### src/rtl/change_dispenser.sv
// change_dispenser
//
// Pays out a change amount greedily in coins of 10, 5, 2 and 1, drawing on a
// per-denomination inventory. Each coin is released as an eject pulse that
// lasts PULSE_TICKS tick strobes, followed by an idle gap of GAP_TICKS
// strobes. A shortfall is flagged when the inventory cannot cover the amount.
//
// Ports:
//   clk, rst_n              clock, asynchronous active-low reset
//   tick                    one-cycle pacing strobe
//   start, amount           one-cycle request to pay amount (0..127)
//   refill, inv*_in         one-cycle load of all four inventories
//   busy                    high whenever the FSM is not idle
//   done                    one-cycle completion pulse
//   short                   last request could not be paid in full
//   remaining               amount still unpaid
//   eject10/5/2/1           coin release pulses, at most one high at a time
//   inv10/5/2/1             current inventory counts
//
// Handshake: start and refill are single-cycle strobes that are only acted on
// while idle (busy low); refill takes priority when both arrive together.
// done marks the end of every accepted start, including a zero amount.

module change_dispenser #(
    parameter int PULSE_TICKS = 2,
    parameter int GAP_TICKS   = 1
) (
    input  logic       clk,
    input  logic       rst_n,
    input  logic       tick,
    input  logic       start,
    input  logic [6:0] amount,
    input  logic       refill,
    input  logic [3:0] inv10_in,
    input  logic [3:0] inv5_in,
    input  logic [3:0] inv2_in,
    input  logic [3:0] inv1_in,
    output logic       busy,
    output logic       done,
    output logic       short,
    output logic [6:0] remaining,
    output logic       eject10,
    output logic       eject5,
    output logic       eject2,
    output logic       eject1,
    output logic [3:0] inv10,
    output logic [3:0] inv5,
    output logic [3:0] inv2,
    output logic [3:0] inv1
);

    typedef enum logic [2:0] {
        S_IDLE,
        S_SELECT,
        S_PULSE,
        S_GAP,
        S_DONE
    } state_t;

    localparam int CMAX = (PULSE_TICKS > GAP_TICKS) ? PULSE_TICKS : GAP_TICKS;
    localparam int CW   = (CMAX > 1) ? $clog2(CMAX) : 1;
    localparam logic [CW-1:0] PULSE_LAST = CW'(PULSE_TICKS - 1);
    localparam logic [CW-1:0] GAP_LAST   = CW'(GAP_TICKS - 1);

    // Denomination index: 0 -> 10, 1 -> 5, 2 -> 2, 3 -> 1.
    function automatic logic [6:0] coin_value(input logic [1:0] idx);
        case (idx)
            2'd0:    coin_value = 7'd10;
            2'd1:    coin_value = 7'd5;
            2'd2:    coin_value = 7'd2;
            default: coin_value = 7'd1;
        endcase
    endfunction

    state_t          state_q, state_d;
    logic [1:0]      sel_q, sel_d;
    logic [CW-1:0]   cnt_q, cnt_d;
    logic [6:0]      rem_q, rem_d;
    logic            short_q, short_d;
    logic [3:0][3:0] inv_q, inv_d;

    logic            found;
    logic [1:0]      pick;

    // Greedy pick: largest coin that fits the remainder and is in stock.
    always_comb begin
        found = 1'b1;
        pick  = 2'd0;
        if (rem_q >= 7'd10 && inv_q[0] != 4'd0) begin
            pick = 2'd0;
        end else if (rem_q >= 7'd5 && inv_q[1] != 4'd0) begin
            pick = 2'd1;
        end else if (rem_q >= 7'd2 && inv_q[2] != 4'd0) begin
            pick = 2'd2;
        end else if (rem_q != 7'd0 && inv_q[3] != 4'd0) begin
            pick = 2'd3;
        end else begin
            found = 1'b0;
        end
    end

    always_ff @(posedge clk or negedge rst_n) begin
        if (!rst_n) begin
            state_q <= S_IDLE;
            sel_q   <= 2'd0;
            cnt_q   <= '0;
            rem_q   <= 7'd0;
            short_q <= 1'b0;
            inv_q   <= '0;
        end else begin
            state_q <= state_d;
            sel_q   <= sel_d;
            cnt_q   <= cnt_d;
            rem_q   <= rem_d;
            short_q <= short_d;
            inv_q   <= inv_d;
        end
    end

    always_comb begin
        state_d = state_q;
        sel_d   = sel_q;
        cnt_d   = cnt_q;
        rem_d   = rem_q;
        short_d = short_q;
        inv_d   = inv_q;
        case (state_q)
            S_IDLE: begin
                if (refill) begin
                    inv_d = {inv1_in, inv2_in, inv5_in, inv10_in};
                end else if (start) begin
                    rem_d   = amount;
                    short_d = 1'b0;
                    state_d = (amount == 7'd0) ? S_DONE : S_SELECT;
                end
            end
            S_SELECT: begin
                if (found) begin
                    sel_d       = pick;
                    inv_d[pick] = inv_q[pick] - 4'd1;
                    rem_d       = rem_q - coin_value(pick);
                    cnt_d       = '0;
                    state_d     = S_PULSE;
                end else begin
                    // remaining keeps the unpaid value for the host to see.
                    short_d = 1'b1;
                    state_d = S_DONE;
                end
            end
            S_PULSE: begin
                if (tick) begin
                    if (cnt_q == PULSE_LAST) begin
                        cnt_d   = '0;
                        state_d = S_GAP;
                    end else begin
                        cnt_d = cnt_q + CW'(1);
                    end
                end
            end
            S_GAP: begin
                if (tick) begin
                    if (cnt_q == GAP_LAST) begin
                        cnt_d   = '0;
                        state_d = (rem_q == 7'd0) ? S_DONE : S_SELECT;
                    end else begin
                        cnt_d = cnt_q + CW'(1);
                    end
                end
            end
            S_DONE: begin
                state_d = S_IDLE;
            end
            default: begin
                state_d = S_IDLE;
            end
        endcase
    end

    assign busy      = (state_q != S_IDLE);
    assign done      = (state_q == S_DONE);
    assign short     = short_q;
    assign remaining = rem_q;
    assign eject10   = (state_q == S_PULSE) && (sel_q == 2'd0);
    assign eject5    = (state_q == S_PULSE) && (sel_q == 2'd1);
    assign eject2    = (state_q == S_PULSE) && (sel_q == 2'd2);
    assign eject1    = (state_q == S_PULSE) && (sel_q == 2'd3);
    assign inv10     = inv_q[0];
    assign inv5      = inv_q[1];
    assign inv2      = inv_q[2];
    assign inv1      = inv_q[3];

endmodule

### config.mk
export PLATFORM = sky130hd
export DESIGN_NAME = change_dispenser
export DESIGN_NICKNAME = d
export VERILOG_FILES = /design/src/rtl/change_dispenser.sv
export SDC_FILE = /design/constraint.sdc
export NUM_CORES = 1
export LEC_CHECK = 0
export CAP_MARGIN = 15
export CORE_ASPECT_RATIO = 0.5
export CORE_UTILIZATION = 53
export DETAILED_ROUTE_END_ITERATION = 10
export GPL_ROUTABILITY_DRIVEN = 0
export PLACE_DENSITY = 0.86
export SLEW_MARGIN = 20
export SYNTH_ARGS = -nofsm -noshare
export SYNTH_HDL_FRONTEND = slang
export SYNTH_SLANG_ARGS = --single-unit
### constraint.sdc
create_clock -name clk -period 6.87 [get_ports clk]
set_clock_uncertainty 0.1 [all_clocks]
set_input_delay 0.687 -clock clk [delete_from_list [all_inputs] [get_ports clk]]
set_output_delay 0.687 -clock clk [all_outputs]
set_load 0.02 [all_outputs]
==> Word-level counts from Yosys, hierarchy flattened <==
Cells that the tools add are included.
{ "op_classes": {"add_sub_neg": 3, "n_lt_le_gt_ge": 5, "n_eq_ne": 18, "mux": 43, "reduce_logical": 28} }
{ "op_table": {"columns": ["op", "n"], "rows": [
  ["$mux 7", 5],
  ["$mux 16", 2],
  ["$pmux 16 s2", 1],
  ["$mux 3", 9],
  ["$ne 2x2->1 const B", 9],
  ["$bwmux 16", 1],
  ["$reduce_bool 4->1", 4],
  ["$logic_not 7->1", 2],
  ["$pmux 7 s2", 1],
  ["$mux 1", 12],
  ["$pmux 3 s4", 1],
  ["$pmux 4 s3", 1],
  ["$reduce_and 4->1", 3],
  ["$logic_and 1x1->1", 9],
  ["$bmux 4 s2", 1],
  ["$demux 4 s2", 1],
  ["$mux 2", 4],
  ["$mux 4", 2],
  ["$ge 7x2->1 const B", 1],
  ["$ge 7x3->1 const B", 1],
  ["$ge 7x4->1 const B", 1],
  ["$reduce_bool 7->1", 1],
  ["$sub 7x7->7", 1],
  ["$eq 2x2->1 const B", 3],
  ["other kinds (17)", 21]
]} }
{ "totals": {"register_bits": 30, "input_bits": 28, "out_inout_bits": 30} }

==> Longest topological paths before layout <==
Gate-level depths: netlist of the first run.
{ "logic_depth": {"depth_word": 13, "mapped_depth": 13} }

==> Worst setup path before layout of the first run <==
OpenSTA, ideal clock, no wires.
{ "synth_path": {"path_type": "register to register", "from": "register rem_q[5] (netlist: remaining[5])", "to": "register rem_q[4] (netlist: remaining[4])", "setup_ns": 0.078, "t_arrival_ns": 2.757, "required_ns": 6.692, "path_slack_ns": 3.935, "stages_incl_launch_ff": 14, "n_path_buf": 0, "synth_period_minus_slack_ns": 2.935, "cell_sequence": "dfrtp_1 or4_4 o21ai_2 a21o_1 a21oi_1 ha_1 fa_1 nor2b_1 o21ai_0 nand2b_1 nor2_1 nand2_1 o21ai_0 a21oi_1"} }
{ "synth_via": {"elab_chain_cells": 13} }
{ "synth_lines": {"columns": ["item", "line_no", "text"], "rows": [
  ["start, declared", "78", "logic [6:0] rem_q, rem_d;"],
  ["start signal, assigned", "114", "rem_q <= rem_d;"],
  ["parallel branches: the longest is 13 deep, another holds $ge 7x2->1", null, null]
]} }
Parallel ways; which one is timed is not known. The select of a mux whose other input is x is not followed.
A chain may end at the register's enable or synchronous reset.

==> Worst setup path after layout of the first run <==
{ "layout_path": {"from": "register rem_q[4] (netlist: remaining[4])", "to": "register rem_q[6] (netlist: remaining[6])"} }
Same word-level chain as after synthesis.

==> summary.txt, run 1 <==
Synth
  • Synth Area in XOR/XNOR: 0.00773
  • Largest family of logic cells by synthesized area: compound AO/OA/AOI/OAI gates
  • FFs w/ async S/R, synth: 1.00
  • Proportion of synthesized area in mux cells: 0.00497
  • Synth Area in Adders: 0.0364
  • Post-synth cell types: 64
  • Synth Cell Area: 2270 um^2
  • Avg Cell Area, Syn: 8.46 um^2
  • Register area share after synthesis: 0.331
  • Yosys reg bits: 30
  • Synth Area in Compound Gates: 0.324
  • Cells after Synth: 268
  • Post-synth EDFFs: 0
  • Syn_nets: 302
  • Simple-Gate Fraction of Synth Area: 0.253
  • Yosys Warn Count: 0
  • Ys flop type: dfrtp_1

Timing
  • RSZ-0062 raised after global routing: false
  • Highest Clock Rate: 303 MHz
  • Fin crit period: 3310 ps
  • Final setup TNS: 0 ps
  • Setup ws final: 3560 ps
  • Worst slew pin tran: 882 ps
  • Number of setup violations in the final report: 0
  • Slew Limit Fails: 0
  • Period utilisation layout: 0.481
  • Relative slew slack: 0.412
  • Final Hold Fails: 0

Power and ir drop
  • Total power: 1570 uW
  • Leak: 0.00117 uW
  • Sw frac: 0.513
  • Seq pwr share: 0.259
  • P_int: 766 uW
  • Clock power share: 0.099
  • Net Switching: 806 uW
  • VDD IR max: 233 uV
  • Power density over cell area: 528 nW/um^2
  • Logic pwr share: 0.642

Finish
  • # diodes: 0
  • Final std cells w/o fill: 382
  • Share of cells above drive strength 1: 0.107
  • Final nets: 361
  • Design area: 2980 um^2
  • Area grow syn2layout: 31.3%
  • # fillers: 318

Flow run
  • Max-cap violations: 0

Clocking
  • Postcts setup bufs: 0
  • CTS sink cnt: 30
  • Post-CTS sizing: 0
  • Cts bufs inserted: 5
  • Worst-Skew Late Latency: 290 ps
  • # hold bufs at CTS: 0
  • Root Buffer: clkbuf_8
  • CTS clk-pin slew, worst paths: 70 ps
  • CTS Buffer Depth: 2
  • CTS tree: built
  • CTS H-tree lvls: 2

Route
  • Routed Antenna Nets: 0
  • Vias/cell: 6.46
  • DR vias: 2,466
  • Wire length per cell: 18.3 um
  • DRC violations left: 0
  • Routed wire length: 7010 um
  • Initial DRC count: 245
  • First-pass DRT Iterations: 5

Die
  • DIE WIDTH: 94.5 um
  • Row count: 16
  • I/O pin count: 58
  • Die Area: 4560 um^2
  • Die Y-Extent: 48.3 um
  • Core Region: 4000 um^2
  • Starting Density: 0.566

Min path
  • Worst hold path type: reg -> reg
  • Hold path depth: 2

Global route
  • Grt ovf: 0
  • Largest net degree at the start of global routing: 31
  • First-pass GRT wire length: 10,700 um
  • Overall Global Routing Usage: 0.317
  • Initial antenna violation count: 0
  • Vias in the first global route: 2,197

Place
  • Area after DPL: 2890 um^2
  • Post-Place Cells: 374
  • DP HPWL: 5130 um
  • Worst slack at placement: 3680 ps
  • Port-buffer cells: 57

Setup path
  • Endpoint class of the critical path: flop
  • Worst setup SP type: flop
  • Critical path required time: 6930 ps
  • Critical path peak fanout: 8
  • Kind of critical path: reg -> reg
  • R2R cell count: 12
  • CP Data Arrival Time: 3360 ps

Run status
  • Status: finished, final reports clean
Yosys cell counts, drive strengths merged, types with 2 or more instances:
| master | number | area share |
|---|---|---|
| nand2b | 6 | 0.017 |
| and2 | 2 | 0.0055 |
| o21ai | 31 | 0.077 |
| a2bb2oi | 2 | 0.0077 |
| or2 | 2 | 0.0066 |
| nand3 | 9 | 0.020 |
| o21a | 2 | 0.0066 |
| a21boi | 3 | 0.0099 |
| xnor2 | 2 | 0.0077 |
| nor4 | 8 | 0.038 |
| a22oi | 6 | 0.024 |
| o22ai | 5 | 0.014 |
| inv | 15 | 0.025 |
| ha | 5 | 0.028 |
| a211oi | 3 | 0.0099 |
| a21o | 4 | 0.014 |
| a31oi | 3 | 0.011 |
| a32oi | 3 | 0.020 |
| o221ai | 3 | 0.012 |
| nor2 | 24 | 0.042 |
| or3 | 2 | 0.0055 |
| clkbuf | 6 | 0.0099 |
| nor2b | 7 | 0.023 |
| a21oi | 24 | 0.055 |
| dfrtp | 30 | 0.33 |
| nor3 | 8 | 0.020 |
| or4 | 2 | 0.0083 |
| nand4 | 3 | 0.0083 |
| a221o | 3 | 0.014 |
| buf | 2 | 0.0083 |
| and3 | 5 | 0.014 |
| o211ai | 3 | 0.016 |
| nand2 | 25 | 0.041 |
through the flow:
stage          hold slack (ps)   util
2_1_floorplan              291      -
6_report                   385  0.744
3_5_place_dp               375  0.721
3_3_place_gp               369  0.721
4_1_cts                    390  0.744
5_1_grt                    423  0.744
registers in the layout, indices dropped and copies added (netlist names):
name,count
short,1
inv5,4
state_q,3
inv1,4
remaining,7
inv2,4
cnt_q,1
inv10,4
sel_q,2
placed cells by master, fill, tap and decap left out, types with 4 or more instances in the layout:
cell type,count
nor3_1,7
dfrtp_1,30
clkdlybuf4s50_1,57
nand3_1,9
o21ai_0,21
nor2_1,22
ha_1,5
nor2b_1,6
a21oi_1,23
nand2_1,25
clkbuf_8,6
nor4_1,5
inv_1,15
a22oi_1,4
o22ai_1,5
and3_1,4
nand2b_1,6
o21ai_1,7
power by group through the flow:
stage / Sequential, uW / Combinational (uW) / Clock, uW
after global placement: 398 / 963 / 0
after detailed placement: 402 / 988 / 0
after floorplan: 432 / 615 / 0
final: 407 / 1010 / 155
after global routing: 419 / 1090 / 160
after CTS: 400 / 994 / 154
per-layer routing:
metal  wire length [um]  GRT usage  share of wire
met2               3180      0.523           0.45
met3                617     0.0639          0.088
met4                157      0.109          0.022
met5                  0          0              0
met1               3050      0.431           0.44
final timing paths:
| check | from | endpoint | slack, ps |
|---|---|---|---|
| setup / recovery | remaining[4] | remaining[6] | 3560 |
| hold / removal | short | short | 390 |
| setup reg to reg | remaining[4] | remaining[6] | 3560 |
| hold reg to reg | short | short | 390 |
| max in group asynchronous | rst_n | remaining[6] | 5680 |
| min in group asynchronous | rst_n | remaining[2] | 690 |
logic make-up after synthesis:
logic type / Yosys count
compound gates: 102
xor+xnor: 2
fa+ha+maj: 6
buf+inv: 23
flops: 30
mux: 1
simple gates: 104
critical path: stages (launching register included):
cell and delay (ps):
dfrtp_1 490, nor4_4 590, nand3_1 250, a21o_1 250, a21oi_1 240, inv_1 90, fa_1 390, nor2b_1 150
o21ai_0 90, nand2b_1 120, nor2_1 70, a22oi_1 210, o2bb2ai_1 130
cell type report:
type,instances,area [um^2],area share
clock inverter,1,5.00,0.00168
clock buffer,7,86.3,0.0290
inverter,15,56.3,0.0189
timing repair buffer,60,593,0.199
multi-input combinational,215,1420,0.476
tap,54,67.6,0.0227
sequential,30,751,0.252
(Power assumes the default switching activity.)
==> run 2, diff against run 1 <==
--- a/config.mk
+++ b/config.mk
@@ -7,10 +7,10 @@
 export LEC_CHECK = 0
 export CAP_MARGIN = 15
 export CORE_ASPECT_RATIO = 0.5
-export CORE_UTILIZATION = 53
+export CORE_UTILIZATION = 49
 export DETAILED_ROUTE_END_ITERATION = 10
 export GPL_ROUTABILITY_DRIVEN = 0
-export PLACE_DENSITY = 0.86
+export PLACE_DENSITY = 0.8
 export SLEW_MARGIN = 20
 export SYNTH_ARGS = -nofsm -noshare
 export SYNTH_HDL_FRONTEND = slang
==> constraint.sdc (replaced) <==
create_clock -name clk -period 3.1 [get_ports clk]
set_clock_uncertainty 0.1 [all_clocks]
set_input_delay 0.31 -clock clk [delete_from_list [all_inputs] [get_ports clk]]
set_output_delay 0.31 -clock clk [all_outputs]
set_load 0.02 [all_outputs]
==> run 2 against run 1 <==
Compared with the run above:
- critical path depth is the same
- utilization shrank 3.3 points
- final area grew 5.5%
- wire length grew 4.7%
- fmax grew 11%
- cell count grew 5.2%
- total power grew 130%
- sequential cell count is the same
- sequential share of layout area shrank 1.3 points
- clock-buffer cell count is the same
- global-route usage shrank 0.45 points
- critical path type unchanged
==> summary.txt, run 2 (synthesis results as in run 1) <==
Run status
  • Status: finished, final reports clean

Setup path
  • Critical path required time: 3160 ps (-3770 ps)
  • Most common cell on crit path: o21ai_0
  • Slowest CP cell: or4_4
  • R2R cell count: 12 (unchanged)
  • Critical path peak fanout: 5 (-3)
  • Kind of critical path: reg -> reg
  • CP max stage delay: 520 ps (-70 ps)
  • CP Data Arrival Time: 3030 ps (-330 ps)
  • R2R Path Start: remaining[3]
  • Endpoint class of the critical path: flop
  • R2r endpoint: remaining[5]
  • Critical path, cell by cell: or4_4 -> o21ai_4 -> a21o_1 -> a21oi_1 -> ha_1 -> nor2b_1 -> o21ai_0 -> nand2b_1 -> a211oi_1 -> o21ai_0 -> nand2_1 -> o21ai_0
  • Worst R2R Setup Slack: 130 ps (-3430 ps)
  • Worst setup SP type: flop

Clocking
  • CTS sink cnt: 30 (unchanged)
  • CTS clk-pin slew, worst paths: 70 ps (about the same)
  • CTS tree: built
  • # hold bufs at CTS: 0 (unchanged)
  • Worst-Skew Late Latency: 300 ps (about the same)
  • Root Buffer: clkbuf_8
  • CTS H-tree lvls: 2 (unchanged)
  • CTS Buffer Depth: 2 (unchanged)
  • Cts bufs inserted: 5 (unchanged)

Global route
  • Largest net degree at the start of global routing: 31 (unchanged)
  • Grt ovf: 0 (unchanged)
  • Overall Global Routing Usage: 0.313 (-0.00446)
  • First-pass GRT wire length: 11,700 um (+9.6%)
  • Initial antenna violation count: 0 (unchanged)
  • Vias in the first global route: 2,330 (+6.1%)

Finish
  • Commonest non-fill, non-tap cell in the layout: clkdlybuf4s50_1
  • # fillers: 359 (+13%)
  • Design area: 3140 um^2 (+5.5%)
  • Area grow syn2layout: 38.6%
  • Max FFs per register: 7 (unchanged)
  • # diodes: 0 (unchanged)
  • Most frequent cells in the layout: clkdlybuf4s50_1, dfrtp_1, nand2_1
  • Final nets: 378 (+4.7%)
  • Share of cells above drive strength 1: 0.168 (+0.0614)

Route
  • Initial DRC count: 156 (-36%)
  • Routed wire length: 7340 um (+4.7%)
  • Wire length per cell: 18.3 um (-0.47%)
  • Metal-1 WL: 3080 um (+1.0%)
  • Routed Antenna Nets: 0 (unchanged)
  • DR vias: 2,509 (+1.7%)
  • WL met2: 3380 um (+6.4%)
  • Vias/cell: 6.24 (-3.3%)
  • First-pass DRT Iterations: 7 (+2)
  • Met3 WL post-DR: 708 um (+15%)
  • DRC violations left: 0 (unchanged)
  • Highest metal used: met4

Place
  • Area after DPL: 3000 um^2 (+3.8%)
  • Port-buffer cells: 57 (unchanged)
  • DP HPWL: 5400 um (+5.3%)

Power and ir drop
  • Logic pwr share: 0.670 (+0.028)
  • Seq pwr share: 0.237 (-0.022)
  • Clock power share: 0.093 (-0.006)
  • Power density over cell area: 1170 nW/um^2 (+120%)
  • P_int: 1830 uW (+140%)
  • Leak: 0.00125 uW (+7.0%)
  • Net Switching: 1840 uW (+130%)
  • Sw frac: 0.501 (-0.0114)
  • Total power: 3670 uW (+130%)
  • VDD IR max: 510 uV (+120%)

Timing
  • Slew Limit Fails: 0 (unchanged)
  • Highest Clock Rate: 337 MHz (+11%)
  • Number of setup violations in the final report: 0 (unchanged)
  • Final Hold Fails: 0 (unchanged)
  • Relative slew slack: 0.479 (+0.0677)
  • Hold Slack: 300 ps (-84.9 ps)
  • Worst slew pin tran: 776 ps (-107 ps)
  • Period utilisation layout: 0.957 (+0.476)
  • Fin crit period: 2970 ps (-339 ps)

Die
  • Starting Density: 0.512 (-0.0538)
  • I/O pin count: 58 (unchanged)
  • Core Region: 4420 um^2 (+10%)
  • DIE WIDTH: 98.2 um (+3.9%)
  • Die Y-Extent: 50.1 um (+3.8%)
  • Row count: 17 (+1)
  • Die Area: 4920 um^2 (+7.9%)

Flow run
  • Max-cap violations: 0 (unchanged)

Min path
  • Worst hold path type: in -> async
-- run 2: worst max-delay path: cells and delay by family, from the launching register on --
family / cells / cell delay (ps)
AND/OR/NAND/NOR: 4 / 850
flip-flops: 1 / 440
adder cells (fa/ha/maj): 1 / 280
AO/OA/AOI/OAI: 7 / 1150
-- run 2: power groups by stage --
stage	Sequential, uW	Combinational (uW)	Clock (uW)
CTS	853	2370	344
floorplan	958	1360	0
global placement	842	2310	0
detailed placement	856	2360	0
finish	871	2460	341
global route	893	2650	362
-- run 2: timing repair --
| action | CTS | global route |
|---|---|---|
| setup endpoints to repair | 0 | 3 |
| buffers inserted | 0 | 3 |
| resized for setup | 0 | 9 |
-- run 2: worst max path at each step --
| stage | start | to | slack, ps | cells past startpoint |
|---|---|---|---|---|
| after global routing | inv10[0] | remaining[4] | -20 | 13 |
| final | remaining[3] | remaining[5] | 130 | 12 |
| after CTS | remaining[3] | remaining[4] | 40 | 13 |
| after detailed placement | remaining[3] | remaining[4] | 80 | 13 |
| after global placement | remaining[3] | remaining[6] | 230 | 12 |
| after floorplan | remaining[5] | remaining[4] | 160 | 13 |
-- run 2: area by class of cell --
class	instances	area (um^2)	area share
repair buffers	77	721	0.229
flip-flops and latches	30	752	0.239
well taps	57	71.3	0.0227
clock inverters	1	5.00	0.00159
inverters	15	56.3	0.0179
clock buffers	7	86.3	0.0275
multi-input cells	215	1450	0.462
-- run 2: layer usage --
| layer | up-vias | global-route usage |
|---|---|---|
| li1 | 1152 | - |
| met1 | 1185 | 0.417 |
| met2 | 149 | 0.488 |
| met3 | 23 | 0.0809 |
| met4 | 0 | 0.122 |
| met5 | - | 0 |
-- run 2: per-stage QoR --
stage	instances	setup TNS, ps	setup WS [ps]	utilization
2_1_floorplan	268	0	165	-
3_3_place_gp	391	0	226	0.677
3_5_place_dp	391	0	77.8	0.677
4_1_cts	399	0	37.7	0.698
5_1_grt	402	-18.2	-15.3	0.710
6_report	402	0	133	0.710
==> run 3, diff against run 2 <==
--- a/config.mk
+++ b/config.mk
@@ -5,12 +5,15 @@
 export SDC_FILE = /design/constraint.sdc
 export NUM_CORES = 1
 export LEC_CHECK = 0
+export ABC_AREA = 0
 export CAP_MARGIN = 15
+export CELL_PAD_IN_SITES_DETAIL_PLACEMENT = 0
+export CELL_PAD_IN_SITES_GLOBAL_PLACEMENT = 1
 export CORE_ASPECT_RATIO = 0.5
-export CORE_UTILIZATION = 49
+export CORE_UTILIZATION = 36
 export DETAILED_ROUTE_END_ITERATION = 10
 export GPL_ROUTABILITY_DRIVEN = 0
-export PLACE_DENSITY = 0.8
+export PLACE_DENSITY_LB_ADDON = 0.1
 export SLEW_MARGIN = 20
 export SYNTH_ARGS = -nofsm -noshare
 export SYNTH_HDL_FRONTEND = slang
==> run 3 against run 2 <==
Compared with the run above:
- via count shrank 3.2%
- setup slack gained 16 ps
- register-to-register slack gained 20 ps
- critical path depth is the same
- largest cell class unchanged
- highest routed layer unchanged
==> summary.txt, run 3 (synthesis results as in run 1) <==
Route
  • Metal-1 WL: 3670 um (+19%)
  • First-pass DRT Iterations: 4 (-3)
  • DRC violations left: 0 (unchanged)
  • Initial DRC count: 172 (+10%)
  • Met3 WL post-DR: 639 um (-9.7%)
  • WL met2: 3090 um (-8.7%)
  • Wire length per cell: 17.4 um (-4.6%)
  • Routed wire length: 7430 um (+1.3%)
  • DR vias: 2,429 (-3.2%)
  • Highest metal used: met4
  • Vias/cell: 5.69 (-8.9%)
  • Routed Antenna Nets: 0 (unchanged)

Flow run
  • Max-cap violations: 0 (unchanged)

Setup path
  • Family with the most delay on the worst path: simple AND/OR/NAND/NOR gates
  • Worst Path Buf+Inv: 0 (unchanged)
  • CP max stage delay: 580 ps (+60 ps)
  • CP Data Arrival Time: 3010 ps (-20 ps)
  • Slowest CP cell: or4_4
  • Critical path required time: 3160 ps (about the same)
  • Worst setup SP type: flop
  • Critical path peak fanout: 4 (-1)
  • Endpoint class of the critical path: flop
  • Kind of critical path: reg -> reg
  • Critical path, cell by cell: or4_4 -> o21ai_4 -> a21o_1 -> a21oi_1 -> ha_2 -> fa_2 -> nor2b_2 -> o21ai_0 -> nand2b_1 -> nor2_1 -> a22oi_1 -> o2bb2ai_1

Clocking
  • CTS tree: built
  • CTS sink cnt: 30 (unchanged)
  • Root Buffer: clkbuf_16
  • CTS clk-pin slew, worst paths: 50 ps (-20 ps)
  • CTS H-tree lvls: 2 (unchanged)
  • Worst-Skew Late Latency: 280 ps (-20 ps)
  • CTS Buffer Depth: 2 (unchanged)
  • Cts bufs inserted: 5 (unchanged)
  • # hold bufs at CTS: 0 (unchanged)

Timing
  • Fin crit period: 2950 ps (-16.0 ps)
  • Slew Limit Fails: 0 (unchanged)
  • Number of setup violations in the final report: 0 (unchanged)
  • Worst slew pin tran: 624 ps (-151 ps)
  • Final Hold Fails: 0 (unchanged)
  • Highest Clock Rate: 339 MHz (+0.54%)
  • Final setup TNS: 0 ps (unchanged)
  • Setup ws final: 149 ps (+16.0 ps)
  • Period utilisation layout: 0.952 (-0.00515)
  • Hold Slack: 332 ps (+31.8 ps)
  • Relative slew slack: 0.581 (+0.102)

Die
  • Core Region: 5780 um^2 (+31%)
  • Die Y-Extent: 58.1 um (+16%)
  • Row count: 19 (+2)
  • I/O pin count: 58 (unchanged)
  • DIE WIDTH: 114 um (+16%)
  • Die Area: 6640 um^2 (+35%)
  • Starting Density: 0.392 (-0.120)

Global route
  • First-pass GRT wire length: 12,300 um (+5.3%)
  • Vias in the first global route: 2,308 (-0.94%)
  • Overall Global Routing Usage: 0.245 (-0.0672)
  • Grt ovf: 0 (unchanged)
  • Initial antenna violation count: 0 (unchanged)
  • Largest net degree at the start of global routing: 31 (unchanged)

Power and ir drop
  • Leak: 0.00128 uW (+2.2%)
  • VDD IR max: 474 uV (-7.1%)
  • Power density over cell area: 1190 nW/um^2 (+1.6%)

Finish
  • # diodes: 0 (unchanged)
  • Design area: 3230 um^2 (+2.9%)
  • Max FFs per register: 7 (unchanged)
  • Area occupied by multi-input gates: 1450 um^2 (-0.26%)
  • Share of cells above drive strength 1: 0.163 (-0.00485)
  • Commonest non-fill, non-tap cell in the layout: clkdlybuf4s50_1
  • Final nets: 376 (-0.53%)
  • Area grow syn2layout: 42.6%
  • Most frequent cells in the layout: clkdlybuf4s50_1, dfrtp_1, nand2_1
  • Final core utilization: 0.560 (-0.151)
  • # fillers: 560 (+56%)
  • Storage cell area: 752 um^2 (unchanged)

Place
  • Worst slack at placement: 86.3 ps (+8.52 ps)
  • Port-buffer cells: 57 (unchanged)
  • Area after DPL: 3030 um^2 (+1.1%)
  • DP HPWL: 5630 um (+4.1%)

Run status
  • Status: finished, final reports clean

Min path
  • Worst hold path type: in -> async
-- run 3: worst paths after layout --
path | startpoint | end | slack [ps] | cells after the start
worst min register to register | short | short | 390 | 2
min in group clk | short | short | 390 | 2
max in group asynchronous | rst_n | remaining[3] | 2230 | 2
worst max register to register | remaining[5] | remaining[6] | 150 | 12
worst min-delay path | rst_n | inv5[1] | 330 | 2
worst max-delay path | remaining[5] | remaining[6] | 150 | 12
-- run 3: area by class of cell --
| class | count | area share |
|---|---|---|
| multi-input combinational | 215 | 0.448 |
| sequential | 30 | 0.233 |
| timing repair buffer | 75 | 0.218 |
| clock buffer | 8 | 0.0515 |
| tap | 84 | 0.0325 |
| inverter | 15 | 0.0174 |
-- run 3: power breakdown --
group | total, uW | internal [uW] | switching, uW
logic | 2410 | 1050 | 1360
registers | 874 | 576 | 298
clock network | 553 | 364 | 189
-- run 3: per-layer routing --
layer | global-route usage | vias to the layer above
li1 | - | 1160
met1 | 0.355 | 1175
met2 | 0.358 | 89
met3 | 0.0743 | 5
met4 | 0.0538 | 0
met5 | 0 | -
-- run 3: per-stage QoR --
stage          std cells  total power [uW]
2_1_floorplan        268              2320
3_3_place_gp         418              3190
3_5_place_dp         418              3210
4_1_cts              426              3780
5_1_grt              427              4130
6_report             427              3830
-- run 3: what timing repair did --
action | CTS | global route
endpoints found under the setup margin | 0 | 3
buffers inserted | 0 | 1
resized for setup | 0 | 7
